## src/rtl/burst_syn_gen.sv

```systemverilog
// burst_syn_gen
//   Multi-channel burst synchronisation generator. A master frame counter
//   (cnt) runs from a programmable period; NCH channel pulses of a common
//   programmable width are placed at per-channel offsets inside each frame.
//   Supports continuous or single-shot framing, re-alignment to an external
//   sync edge, and config updates that take effect only at frame boundaries.
//
// Ports
//   clk_sys     system clock
//   reset       synchronous reset, active-high
//   enable      1 = generator may run, 0 = force IDLE
//   mode        0 = continuous, 1 = single-shot
//   sw_trig     strobe starting one frame in single-shot mode
//   ext_sync    external re-alignment input (synchronous to clk_sys)
//   cfg_period  frame length in cycles (0 = off)
//   cfg_width   pulse width in cycles, common to all channels
//   cfg_delay   per-channel offset, channel k = bits [k*CNT_W +: CNT_W]
//   cfg_load    strobe capturing cfg_* into the shadow registers
//   burst_syn   channel sync pulses (registered)
//   frame_start one-cycle pulse for cnt==0 of every frame (registered)
//   busy        1 while the generator is in RUN
//   frame_cnt   count of frame_start pulses, wrapping

module burst_syn_gen #(
  parameter int NCH    = 4,
  parameter int CNT_W  = 32,
  parameter int PW_W   = 16,
  parameter int FCNT_W = 16
) (
  input  logic                 clk_sys,
  input  logic                 reset,
  input  logic                 enable,
  input  logic                 mode,
  input  logic                 sw_trig,
  input  logic                 ext_sync,
  input  logic [CNT_W-1:0]     cfg_period,
  input  logic [PW_W-1:0]      cfg_width,
  input  logic [NCH*CNT_W-1:0] cfg_delay,
  input  logic                 cfg_load,
  output logic [NCH-1:0]       burst_syn,
  output logic                 frame_start,
  output logic                 busy,
  output logic [FCNT_W-1:0]    frame_cnt
);

  typedef enum logic {ST_IDLE = 1'b0, ST_RUN = 1'b1} state_t;

  localparam logic [CNT_W-1:0]  CNT_ONE  = 1;
  localparam logic [FCNT_W-1:0] FCNT_ONE = 1;

  state_t                 state_reg, state_next;
  logic [CNT_W-1:0]       cnt_reg, cnt_next;

  logic [CNT_W-1:0]       sh_period_reg, act_period_reg;
  logic [PW_W-1:0]        sh_width_reg, act_width_reg;
  logic [NCH*CNT_W-1:0]   sh_delay_reg, act_delay_reg;
  logic                   load_pend_reg;

  logic                   sync_d_reg;
  logic                   sync_rise;
  logic                   xfer;
  logic                   at_end;
  logic                   in_run;
  logic [NCH-1:0]         hit;

  logic [NCH-1:0]         burst_reg;
  logic                   frame_start_reg;
  logic [FCNT_W-1:0]      frame_cnt_reg;

  assign sync_rise = ext_sync & ~sync_d_reg;
  assign at_end    = (cnt_reg == act_period_reg - CNT_ONE);
  assign in_run    = (state_reg == ST_RUN);

  // Next-state / counter logic. xfer marks the frame boundaries at which
  // the shadow config may be promoted to the active config.
  always_comb begin
    state_next = state_reg;
    cnt_next   = cnt_reg;
    xfer       = 1'b0;
    case (state_reg)
      ST_IDLE: begin
        cnt_next = '0;
        xfer     = load_pend_reg;
        if (enable && (act_period_reg != '0) && (!mode || sw_trig))
          state_next = ST_RUN;
      end
      ST_RUN: begin
        if (!enable || (act_period_reg == '0)) begin
          // A zero period can only arrive via a boundary transfer; treat
          // it as "off" rather than letting cnt run to its full range.
          state_next = ST_IDLE;
          cnt_next   = '0;
        end else if (sync_rise) begin
          // Restart wins over a coincident wrap: one frame_start either way.
          cnt_next = '0;
          xfer     = load_pend_reg;
        end else if (at_end) begin
          cnt_next = '0;
          if (mode)
            state_next = ST_IDLE;
          else
            xfer = load_pend_reg;
        end else begin
          cnt_next = cnt_reg + CNT_ONE;
        end
      end
      default: begin
        state_next = ST_IDLE;
        cnt_next   = '0;
      end
    endcase
  end

  always_ff @(posedge clk_sys) begin
    if (reset) begin
      state_reg  <= ST_IDLE;
      cnt_reg    <= '0;
      sync_d_reg <= 1'b0;
    end else begin
      state_reg  <= state_next;
      cnt_reg    <= cnt_next;
      sync_d_reg <= ext_sync;
    end
  end

  // Shadow/active config. A cfg_load in the same cycle as a transfer keeps
  // the pending flag set so the newer values are not lost.
  always_ff @(posedge clk_sys) begin
    if (reset) begin
      sh_period_reg  <= '0;
      sh_width_reg   <= '0;
      sh_delay_reg   <= '0;
      act_period_reg <= '0;
      act_width_reg  <= '0;
      act_delay_reg  <= '0;
      load_pend_reg  <= 1'b0;
    end else begin
      if (cfg_load) begin
        sh_period_reg <= cfg_period;
        sh_width_reg  <= cfg_width;
        sh_delay_reg  <= cfg_delay;
      end
      if (cfg_load)
        load_pend_reg <= 1'b1;
      else if (xfer)
        load_pend_reg <= 1'b0;
      if (xfer) begin
        act_period_reg <= sh_period_reg;
        act_width_reg  <= sh_width_reg;
        act_delay_reg  <= sh_delay_reg;
      end
    end
  end

  // Per-channel window test. The end of the window is formed one bit wider
  // than cnt so delay+width never wraps back into the frame; since cnt never
  // reaches the period, pulses clip naturally at the frame end.
  generate
    for (genvar gi = 0; gi < NCH; gi++) begin : g_ch
      logic [CNT_W-1:0] dly;
      logic [CNT_W:0]   dly_end;
      assign dly     = act_delay_reg[gi*CNT_W +: CNT_W];
      assign dly_end = {1'b0, dly} + {{(CNT_W + 1 - PW_W){1'b0}}, act_width_reg};
      assign hit[gi] = (act_width_reg != '0) && (cnt_reg >= dly) &&
                       ({1'b0, cnt_reg} < dly_end);
    end
  endgenerate

  always_ff @(posedge clk_sys) begin
    if (reset) begin
      burst_reg       <= '0;
      frame_start_reg <= 1'b0;
      frame_cnt_reg   <= '0;
    end else begin
      burst_reg       <= in_run ? hit : '0;
      frame_start_reg <= in_run && (cnt_reg == '0);
      if (in_run && (cnt_reg == '0))
        frame_cnt_reg <= frame_cnt_reg + FCNT_ONE;
    end
  end

  assign burst_syn   = burst_reg;
  assign frame_start = frame_start_reg;
  assign frame_cnt   = frame_cnt_reg;
  assign busy        = in_run;

endmodule
```

## config.mk

```make
export PLATFORM = sky130hd
export DESIGN_NAME = burst_syn_gen
export DESIGN_NICKNAME = d
export VERILOG_FILES = /design/src/rtl/burst_syn_gen.sv
export SDC_FILE = /design/constraint.sdc
export NUM_CORES = 1
export LEC_CHECK = 0
export BUFFER_PORTS_ARGS = -buffer_cell sky130_fd_sc_hd__buf_2
export CORE_MARGIN = 8
export CORE_UTILIZATION = 35
export CTS_BUF_LIST = sky130_fd_sc_hd__clkbuf_2 sky130_fd_sc_hd__clkbuf_4 sky130_fd_sc_hd__clkbuf_8
export DETAILED_ROUTE_END_ITERATION = 8
export MAX_ROUTING_LAYER = met4
export PLACE_DENSITY_LB_ADDON = 0.1
export SLEW_MARGIN = 5
export SYNTH_ARGS = -nofsm -noshare
export SYNTH_HDL_FRONTEND = slang
export SYNTH_SLANG_ARGS = --single-unit
export TNS_END_PERCENT = 50
```

## constraint.sdc

```tcl
create_clock -name clk_sys -period 5.3 [get_ports clk_sys]
set_clock_uncertainty 0.1 [all_clocks]
set_input_delay 0 -clock clk_sys [delete_from_list [all_inputs] [get_ports clk_sys]]
set_output_delay 0 -clock clk_sys [all_outputs]
set_load 0.05 [all_outputs]
```

# Yosys cells after proc, flatten, opt, wreduce, memory -nomap -nowiden
# Cells that the tools add are included.
# classes
add_sub_neg	7
magnitude_cmp	8
eq_ne	1
mux	17
n_bitwise	3
reduce_logical	21
# ops
op	n
adder 32 x 16 -> 33 bit	4
< comparator 32 x 33 -> 1 bit	4
greater-or-equal comparator 32 bit	4
two-way mux 32 bit	3
logical NOT 32 bit	2
one-hot mux 32 bit (2 select lines)	1
adder 32 x 1 -> 32 bit, second input constant	1
== test 32 bit	1
nonzero test 32 bit	1
subtractor 32 x 1 -> 32 bit, second input constant	1
adder 16 x 1 -> 16 bit, second input constant	1
nonzero test 16 bit	1
logical AND 1 bit	11
two-way mux 1 bit	11
one-hot mux 1 bit (2 select lines)	2
logical NOT 1 bit	2
logical OR 1 bit	2
NOT 1 bit	2
nonzero test 2 bit	1
OR reduction 2 bit	1
bitwise AND 1 bit	1
# totals
ff_bits	408
output_inout_bits	22
word_cells	70

# Longest topological paths before layout
# Gate-level depths: netlist of run 1.
# logic_depth
word_depth	8
mapped_depth	22
depth_no_buf	21

# Least setup slack after synthesis of run 1
# Ideal clock, no wire load.
# synth_timing
path_kind	register to register
from	register act_width_reg[0]
to	register burst_reg[0], in the netlist burst_syn[0]
arrival_time_ps	4524
required_time_ps	5078
path_slack_ps	554
path_stages_with_launch	22
n_path_buf	1
synth_period_minus_slack_ps	4746
path_cell_list	dfxtp_1 ha_1 fa_1 a21o_1 a21oi_1 nand2b_1 a21oi_1 o41ai_1 o311ai_0 a21o_1 clkbuf_1 a21oi_1 a31oi_1 ha_1 nand4_1 or4_1 nor2_1 and3_1 o211ai_1 a21o_1 a22o_1 o311a_1
# synth_via
elab_chain_len	3
word_cells_on_any_way	5
cone_classes	1 x add/sub; 1 x order compare; 3 x reduce/logical
# synth_rtl
item	line	source
start, declared	55	logic [PW_W-1:0] sh_width_reg, act_width_reg;
start signal, assigned	149	act_width_reg <= sh_width_reg;
adder 32 x 16 -> 33 bit / nonzero test 16 bit (equally long branches)	163, 164	
< comparator 32 x 33 -> 1 bit / logical AND 1 bit (equally long branches)	165, 164	
logical AND 1 bit *	164	assign hit[gi] = (act_width_reg != '0) && (cnt_reg >= dly) &&
end signal, assigned	175	burst_reg <= in_run ? hit : '0;
end, declared	66	logic [NCH-1:0] burst_reg;
# Every way passes the cells marked *; elsewhere a longest branch is shown, timed or not.
# A chain may end at the register's enable or synchronous reset.

# Worst setup path after layout of run 1
# Ends and elaborated chain as after synthesis.

==> impl_metrics.env, run 1 <==
export IMPL_tns_ns=0
export IMPL_antenna_found_initial=1
export IMPL_power_leakage_nw=15.2
export IMPL_fmax_ghz=0.204
export IMPL_crit_path_max_fanout=13
export IMPL_rows=98
export IMPL_ys_async_sr_fraction_pct=0
export IMPL_finalMaxSlewViolations=0
export IMPL_worstPathRequired_ns=5.76
export IMPL_syn_to_final_growth_pct=32.8
export IMPL_synth_area_top_cells="dfxtp_1 32%, ha_1 16%, mux2i_1 14%, nor2_1 7.1%, xnor2_1 4.2%"
export IMPL_worst_hold_slack_ns=0.00380
export IMPL_max_slew_margin_pct=33.0
export IMPL_die_x_um=285
export IMPL_avgSynthCellArea_sq_um=8.97
export IMPL_finalHoldViolations=0
export IMPL_grt_pass1_vias=23600
export IMPL_end_kind="register"
export IMPL_cts_buffers=76
export IMPL_grt_max_degree=194
export IMPL_post_cts_buffers=0
export IMPL_crit_top_cell="a21oi_1"
export IMPL_critical_path_top_delay_family="compound AO/OA/AOI/OAI gates"
export IMPL_ys_warn_count=0
export IMPL_wl_per_cell_um=18.6
export IMPL_tightest_slew_ns=1.01
export IMPL_clk_pin_slew_ns=0.07
export IMPL_crit_path_start_kind="register"
export IMPL_cp_arrival_ns=5.35
export IMPL_drive_gt1_share_pct=12.0
export IMPL_cts_root_buffer_cell="clkbuf_8"
export IMPL_synth_seq_cells=408
export IMPL_drv_cap=0
export IMPL_p_per_area_nw_per_um2=240
export IMPL_crit_chain="ha_1 -> fa_1 -> a21o_1 -> a21oi_1 -> nand2b_1 -> a21oi_1 -> o41ai_1 -> o311ai_0 -> a21o_2 -> a21oi_1 -> a31oi_1 -> ha_1 -> nand4_1 -> or4_1 -> nor2_1 -> and3_1 -> o211ai_1 -> a21o_1 -> a22o_1 -> o311a_1"
export IMPL_firstDrtPassIters=5
export IMPL_reg2reg_setup_slack_ns=0.41
export IMPL_worstReg2RegStart="act_width_reg[0]$_SDFFE_PP0P_"
export IMPL_htreeDepth=3
export IMPL_core_sq_um=71500
export IMPL_routed_wl_um=83400
export IMPL_gr_total_overflow=0
export IMPL_rsz0062_at_grt="false"
export IMPL_post_synth_top_area_cell="dfxtp_1"
export IMPL_port_buffers=204
export IMPL_initial_core_util_pct=35.4
export IMPL_clock_latency_ns=0.67
export IMPL_synth_area_sq_um=25300
export IMPL_vdd_drop_max_mv=0.209
export IMPL_holdCritPathClass="in2reg"
export IMPL_hold_end="sh_delay_reg[15]$_SDFFE_PP0P_"
export IMPL_clockBufferDepth=3
export IMPL_die_area_sq_um=81100
export IMPL_synth_yosys_seq_area_share_pct=32.3
export IMPL_synth_edf_count=0
export IMPL_dr_total_vias=22500
export IMPL_reg2reg_depth=20
export IMPL_max_stage_delay_ns=0.55
export IMPL_final_min_clock_period_ns=4.89
export IMPL_gp_congestion=0.898
export IMPL_crit_slowest_cell="or4_1"
export IMPL_drt_iter0_drc=996
export IMPL_drc=0
export IMPL_io_pins=205
export IMPL_die_height_um=285
export IMPL_grtUsageTotal_pct=20.8
export IMPL_synth_common_cells="478 x nor2_1, 408 x dfxtp_1, 355 x mux2i_1"
export IMPL_hpwl_um=59100
export IMPL_synth_flop_cell="dfxtp_1"
export IMPL_period_share_pct=92.3
export IMPL_crit_type="reg2reg"
export IMPL_path_buf_inv=0
export IMPL_cts_tree="built"
export IMPL_r2r_end="burst_syn[0]$_SDFF_PP0_"
export IMPL_holdPathStages=4
export IMPL_ant_nets=0
export IMPL_yosysMostFrequentCell="nor2_1"
export IMPL_hold_start="cfg_load"
export IMPL_synth_cell_types=70
export IMPL_final_nets=3995
export IMPL_syn_nets=3325
export IMPL_status="complete, no violations"
export IMPL_via_per_inst=5.01
export IMPL_synth_cells=2818
export IMPL_synth_top_area_share_pct=32.3
export IMPL_fin_util_pct=46.9
export IMPL_grt_pass1_wl_um=132000
export IMPL_final_setup_viol_count=0
export IMPL_cts_sinks=408
[worst max-delay path by stage]
stage,startpoint,endpoint,slack [ns],cells after the start
after global placement,act_width_reg[0]$_SDFFE_PP0P_,burst_syn[0]$_SDFF_PP0_,0.38,20
final,act_width_reg[0]$_SDFFE_PP0P_,burst_syn[0]$_SDFF_PP0_,0.41,20
after floorplan,act_width_reg[0]$_SDFFE_PP0P_,burst_syn[0]$_SDFF_PP0_,0.55,21
after CTS,act_width_reg[0]$_SDFFE_PP0P_,burst_syn[0]$_SDFF_PP0_,0.32,20
after global routing,act_width_reg[1]$_SDFFE_PP0P_,burst_syn[3]$_SDFF_PP0_,0.05,20
after detailed placement,act_width_reg[0]$_SDFFE_PP0P_,burst_syn[0]$_SDFF_PP0_,0.36,20
[report_power, final]
group          switching, mW  internal, mW  total, mW
Sequential             0.122          3.20       3.32
Combinational          0.597         0.671       1.27
Clock                   1.42          2.04       3.46
[cells by family (layout without fill, tap and decap cells)]
kind of cell	after synthesis	after routing	synth area share, %
simple gates	855	855	15.7
compound gates	419	419	10.9
flops	408	408	32.3
mux	355	355	14.1
fa+ha+maj	324	324	16.2
buf+inv	263	989	4.22
xor+xnor	194	194	6.72
other cells	0	1	0
[worst reg2reg max path, delay by kind of cell, from the launching register on]
kind            cells  cell delay [ns]
simple gates        5             1.17
fa+ha+maj           3             0.97
flops               1             0.38
compound gates     12             2.17
[layout make-up]
class                   instances  area (sq um)
multi-input cells            2147         16000
well taps                     950          1190
flip-flops and latches        408          8170
clock inverters                15           214
diodes                          1          2.50
repair buffers                692          5830
inverters                     163           612
fillers                      6823         37900
clock buffers                 119          1500
[cell usage in the layout (no fill, tap or decap), types with 22 or more instances in the layout]
cell,n
ha_1,320
xor2_1,74
nor3_1,31
buf_2,202
clkbuf_8,97
dlygate4sd3_1,419
clkbuf_4,22
nand2b_1,22
xnor2_1,120
buf_4,63
nor2_1,478
mux2i_1,355
and3_1,24
a21o_1,93
o21ai_0,68
nand3_1,50
nand2_1,80
nor4_1,32
nand4_1,63
a21oi_1,124
dfxtp_1,408
inv_1,163
[stage by stage]
stage                     instance area (sq um)  power, mW  setup WS, ns  cells
after CTS                                 33600       8.17         0.319   4494
after global routing                      33600       8.46        0.0496   4495
after global placement                    27600       4.38         0.376   3941
after floorplan                           25300       4.07         0.554   2818
after detailed placement                  27600       4.40         0.364   3941
final                                     33600       8.05         0.410   4495
[what timing repair did]
| action | 4_1_cts | 5_1_grt |
|---|---|---|
| endpoints found under the hold margin | 231 | 0 |
| setup endpoints to repair | 0 | 1 |
| hold buffers | 419 | 0 |
| resized for setup | 0 | 1 |
[metal layers]
metal  track usage, %  share of wire (%)  vias up
li1                 -                  -    11300
met4             7.95                4.1        0
met5                -                  0        -
met3             3.94                4.2      166
met1             24.5                 44    10600
met2             35.1                 48      428
(Power assumes the default switching activity.)
==> inputs of run 2 (changes only) <==
BUFFER_PORTS_ARGS = -buffer_cell sky130_fd_sc_hd__buf_4   (was -buffer_cell sky130_fd_sc_hd__buf_2)
PLACE_DENSITY = 0.6   (was not set)
PLACE_DENSITY_LB_ADDON = not set   (was 0.1)
==> run 2 against run 1 <==
  * Critical endpoint unchanged
  * Largest cell class unchanged
  * Largest power group is now sequential cells
  * Final cell count barely moved
  * Via count barely moved
  * Register-to-register slack got worse by 0.02 ns
  * Core utilization rose by 0.53 points
==> impl_metrics.env, run 2 (synthesis results as in run 1) <==
export IMPL_worstPathRequired_ns=5.76
export IMPL_worst_hold_slack_ns=0.0380
export IMPL_die_height_um=285
export IMPL_crit_type="reg2reg"
export IMPL_finalNonFillerCells=4491
export IMPL_drv_cap=0
export IMPL_dp_cells=3936
export IMPL_die_area_sq_um=81100
export IMPL_reg2reg_depth=20
export IMPL_cts_root_buffer_cell="clkbuf_8"
export IMPL_gp_congestion=0.879
export IMPL_port_buffers=204
export IMPL_status="complete, no violations"
export IMPL_end_kind="register"
export IMPL_cts_buffers=77
export IMPL_grt_max_degree=106
export IMPL_antenna_found_initial=2
export IMPL_multi_input_area_sq_um=16100
export IMPL_core_sq_um=71500
export IMPL_tightest_slew_ns=1.10
export IMPL_wl_per_cell_um=18.1
export IMPL_drc=0
export IMPL_holdPathStages=4
export IMPL_period_share_pct=92.6
export IMPL_final_nets=3994
export IMPL_ff_latch_area_sq_um=8170
export IMPL_firstDrtPassIters=5
export IMPL_io_pins=205
export IMPL_grt_pass1_vias=22600
export IMPL_via_per_inst=5.01
export IMPL_holdCritPathClass="in2reg"
export IMPL_finalHoldViolations=0
export IMPL_final_setup_viol_count=0
export IMPL_post_cts_buffers=0
export IMPL_final_cell_mix="478 x nor2_1, 422 x dlygate4sd3_1, 408 x dfxtp_1"
export IMPL_initial_core_util_pct=35.4
export IMPL_power_leakage_nw=15.2
export IMPL_die_x_um=285
export IMPL_htreeDepth=3
export IMPL_rows=98
export IMPL_cts_sinks=408
export IMPL_clock_latency_ns=0.67
export IMPL_routed_wl_um=81400
export IMPL_p_per_area_nw_per_um2=232
export IMPL_clk_pin_slew_ns=0.06
export IMPL_clockBufferDepth=3
export IMPL_finalMaxSlewViolations=0
export IMPL_rsz0062_at_grt="false"
export IMPL_cp_arrival_ns=5.36
export IMPL_cts_tree="built"
export IMPL_syn_to_final_growth_pct=34.3
export IMPL_crit_path_max_fanout=13
export IMPL_drt_iter0_drc=1359
export IMPL_drive_gt1_share_pct=11.7
export IMPL_fmax_ghz=0.204
export IMPL_max_slew_margin_pct=26.8
export IMPL_total_power_mw=7.88
export IMPL_dr_total_vias=22500
export IMPL_grt_pass1_wl_um=127000
export IMPL_crit_path_start_kind="register"
export IMPL_tns_ns=0
export IMPL_final_min_clock_period_ns=4.91
export IMPL_fill_cells=6772
export IMPL_gr_total_overflow=0
export IMPL_grtUsageTotal_pct=20.1
export IMPL_ant_nets=0
export IMPL_hpwl_um=54900
export IMPL_vdd_drop_max_mv=0.191
export IMPL_final_common_cell="nor2_1"
run 2: changes by cell type in the layout (fill, tap and decap cells not counted), sizes merged:
cell         before  now
clkbuf          119  108
clkinv            7   14
buf             273  268
diode             1    4
dlygate4sd3     419  422
bufinv            5    3
clkinvlp          0    2
inv             166  165
run 2: stage by stage:
| step | worst slack [ns] | utilization, % | cell area (sq um) |
|---|---|---|---|
| after floorplan | 0.554 | - | 25300 |
| after global placement | 0.340 | 39.3 | 28100 |
| after detailed placement | 0.296 | 39.3 | 28100 |
| after CTS | 0.263 | 47.4 | 33900 |
| after global routing | 0.0229 | 47.5 | 33900 |
| final | 0.393 | 47.5 | 33900 |
run 2: worst paths after layout:
check,slack [ns],startpoint,to
min reg2reg,0.39,sh_delay_reg[100]$_SDFFE_PP0P_,act_delay_reg[100]$_SDFFE_PP0P_
max reg2reg,0.39,act_width_reg[0]$_SDFFE_PP0P_,burst_syn[0]$_SDFF_PP0_
min,0.04,cfg_delay[124],sh_delay_reg[124]$_SDFFE_PP0P_
max,0.39,act_width_reg[0]$_SDFFE_PP0P_,burst_syn[0]$_SDFF_PP0_
run 2: final cells by class:
cell class                 count  area share, %
antenna                        4         0.0295
clock buffer                 108           4.10
clock inverter                21          0.586
inverter                     163           1.80
multi-input combinational   2147           47.3
sequential                   408           24.1
tap                          950           3.50
timing repair buffer         690           18.6
run 2: power by group:
group	switching, mW	internal, mW	total, mW
combinational	0.594	0.712	1.31
sequential	0.125	3.20	3.32
clock	1.42	1.84	3.26
total	2.14	5.75	7.88
run 2: critical path: stages, from the launching register on:
cell and delay (ns):
dfxtp_1 0.39, ha_1 0.27, fa_1 0.41, a21o_1 0.17
a21oi_1 0.22, nand2b_1 0.17, a21oi_1 0.10, o41ai_2 0.30
o311ai_0 0.18, a21o_1 0.36, a21oi_1 0.20, a31oi_1 0.05
ha_1 0.30, nand4_1 0.16, or4_1 0.54, nor2_1 0.13
and3_1 0.17, o211ai_1 0.09, a21o_1 0.19, a22o_1 0.17
o311a_1 0.11
run 2: metal layers:
metal / share of wire [%] / track usage (%)
met5: 0 / -
met4: 3.9 / 7.72
met1: 45 / 25.2
met3: 4.4 / 2.94
met2: 46 / 32.5
run 2: what timing repair did:
action	4_1_cts	5_1_grt
gates resized for setup	0	1
endpoints found under the setup margin	0	1
endpoints found under the hold margin	244	0
hold buffers	422	0
==> inputs of run 3 (changes only) <==
CORE_ASPECT_RATIO = 0.75   (was not set)
GPL_TIMING_DRIVEN = 0   (was not set)
clock period = 5.5 ns   (was 5.3 ns; I/O delays follow)
==> run 3 against run 2 <==
  * Global-route usage shrank 0.13 points
  * Fmax down 5.3%
  * Die area increased by 0.11%
  * Sequential share of layout area up 1.2 points
  * Sequential power down 4%
  * Power is 7.2% lower
  * First-iteration DRC count grew 5.7%
  * Core utilization decreased by 2.4 points
  * Final cell count is 2.6% lower
  * Highest routed layer unchanged
==> impl_metrics.env, run 3 (synthesis results as in run 1) <==
export IMPL_htreeDepth=3
export IMPL_hpwl_um=58700
export IMPL_cts_tree="built"
export IMPL_firstDrtPassIters=7
export IMPL_finalMaxSlewViolations=0
export IMPL_drt_iter0_drc=1437
export IMPL_final_min_clock_period_ns=5.18
export IMPL_crit_type="reg2reg"
export IMPL_final_nets=3877
export IMPL_clk_pin_slew_ns=0.07
export IMPL_period_share_pct=94.2
export IMPL_cts_sinks=408
export IMPL_drc=0
export IMPL_final_cell_mix="477 x nor2_1, 407 x dfxtp_1, 355 x mux2i_1"
export IMPL_power_leakage_nw=14.4
export IMPL_setup_slack_ns=0.319
export IMPL_core_sq_um=71600
export IMPL_cts_root_buffer_cell="clkbuf_8"
export IMPL_vdd_drop_max_mv=0.133
export IMPL_via_per_inst=4.98
export IMPL_worstReg2RegStart="act_width_reg[0]$_SDFFE_PP0P_"
export IMPL_fmax_ghz=0.193
export IMPL_antenna_found_initial=3
export IMPL_critical_path_top_delay_family="compound AO/OA/AOI/OAI gates"
export IMPL_gr_total_overflow=0
export IMPL_holdCritPathClass="in2reg"
export IMPL_ant_nets=0
export IMPL_io_pins=205
export IMPL_die_area_sq_um=81200
export IMPL_rsz0062_at_grt="false"
export IMPL_finalHoldViolations=0
export IMPL_drv_cap=0
export IMPL_final_common_cell="nor2_1"
export IMPL_syn_to_final_growth_pct=27.7
export IMPL_hold_start="cfg_period[28]"
export IMPL_grt_max_degree=15
export IMPL_fin_util_pct=45.1
export IMPL_cp_arrival_ns=5.64
export IMPL_routed_wl_um=81000
export IMPL_end_kind="register"
export IMPL_wl_per_cell_um=18.5
export IMPL_rows=85
export IMPL_die_height_um=249
export IMPL_dr_total_vias=21800
export IMPL_clockBufferDepth=3
export IMPL_path_buf_inv=1
export IMPL_worst_hold_slack_ns=0.0326
export IMPL_gp_congestion=0.903
export IMPL_final_setup_viol_count=0
export IMPL_port_buffers=203
export IMPL_status="complete, no violations"
export IMPL_crit_slowest_cell="or4_1"
export IMPL_initial_core_util_pct=35.3
export IMPL_crit_top_cell="a21o_1"
export IMPL_crit_path_max_fanout=10
export IMPL_worstPathRequired_ns=5.96
export IMPL_max_slew_margin_pct=11.7
export IMPL_cts_buffers=69
export IMPL_crit_chain="ha_1 -> fa_1 -> a21o_1 -> a21oi_2 -> nand2b_1 -> a21oi_1 -> o41ai_2 -> o311ai_1 -> a21o_1 -> buf_2 -> a21oi_1 -> a31oi_1 -> ha_1 -> nand4_1 -> or4_1 -> nor2_2 -> and3_1 -> o211ai_1 -> a21o_1 -> a22o_1 -> o311a_1"
export IMPL_pre_cts_slack_ns=-0.288
export IMPL_tightest_slew_ns=1.31
export IMPL_drive_gt1_share_pct=10.7
export IMPL_max_stage_delay_ns=0.56
export IMPL_grtUsageTotal_pct=19.9
export IMPL_grt_pass1_vias=21300
export IMPL_crit_path_start_kind="register"
export IMPL_p_per_area_nw_per_um2=227
export IMPL_die_x_um=326
export IMPL_worstSetupStartpoint="act_width_reg[0]$_SDFFE_PP0P_"
export IMPL_clock_latency_ns=0.68
export IMPL_grt_pass1_wl_um=125000
[run 3: changes by cell type in the layout (fill, tap and decap cells not counted), sizes merged]
cell / before / now
buf: 268 / 245
clkbuf: 108 / 155
inv: 165 / 166
diode: 4 / 3
clkinv: 14 / 10
dlygate4sd3: 422 / 277
clkinvlp: 2 / 4
bufinv: 3 / 4
[run 3: cell type report]
class / count / area [sq um]
well taps: 957 / 1200
clock inverters: 21 / 243
repair buffers: 481 / 4300
clock buffers: 96 / 1200
inverters: 163 / 612
plain buffers: 100 / 457
flip-flops and latches: 408 / 8170
diodes: 3 / 7.51
fillers: 7015 / 39300
multi-input cells: 2147 / 16100
[run 3: worst min-delay path, cell delays in order]
cell,delay [ns]
dlygate4sd3_1,0.53
buf_4,0.10
mux2i_1,0.05
nor2_1,0.07
[run 3: timing repair]
action                                  4_1_cts  5_1_grt
endpoints found under the setup margin        1        4
endpoints found under the hold margin       184        0
setup buffers                                 1        0
hold buffers                                277        0
pin swaps                                     1        1
gates resized for setup                       3       10
[run 3: metrics by stage]
step                      setup TNS, ns  cells  total power, mW  area [sq um]
after CTS                             0   4373             7.39         32200
after floorplan                       0   2818             3.92         25300
final                                 0   4376             7.32         32300
after global placement           -0.269   3978             4.28         28000
after detailed placement         -0.288   3978             4.29         28000
after global routing                  0   4374             7.66         32300
[run 3: routing by layer]
| metal | track usage [%] | wire [um] | vias to the layer above |
|---|---|---|---|
| met2 | 28.9 | 33400 | 570 |
| li1 | - | - | 11100 |
| met5 | - | 0 | - |
| met4 | 5.66 | 2340 | 0 |
| met3 | 4.37 | 5140 | 130 |
| met1 | 27.7 | 40100 | 10000 |
[run 3: worst paths after layout]
kind,end,slack (ns),depth (start not counted)
setup / recovery,burst_syn[0]$_SDFF_PP0_,0.32,21
hold / removal,sh_period_reg[28]$_SDFFE_PP0P_,0.03,4
hold reg to reg,act_delay_reg[15]$_SDFFE_PP0P_,0.38,2
setup reg to reg,burst_syn[0]$_SDFF_PP0_,0.32,21
[run 3: power breakdown]
part | switching (mW) | internal (mW) | leakage (nW)
registers | 0.120 | 3.08 | 3.33
logic | 0.591 | 0.606 | 10.3
clock network | 1.31 | 1.61 | 0.757
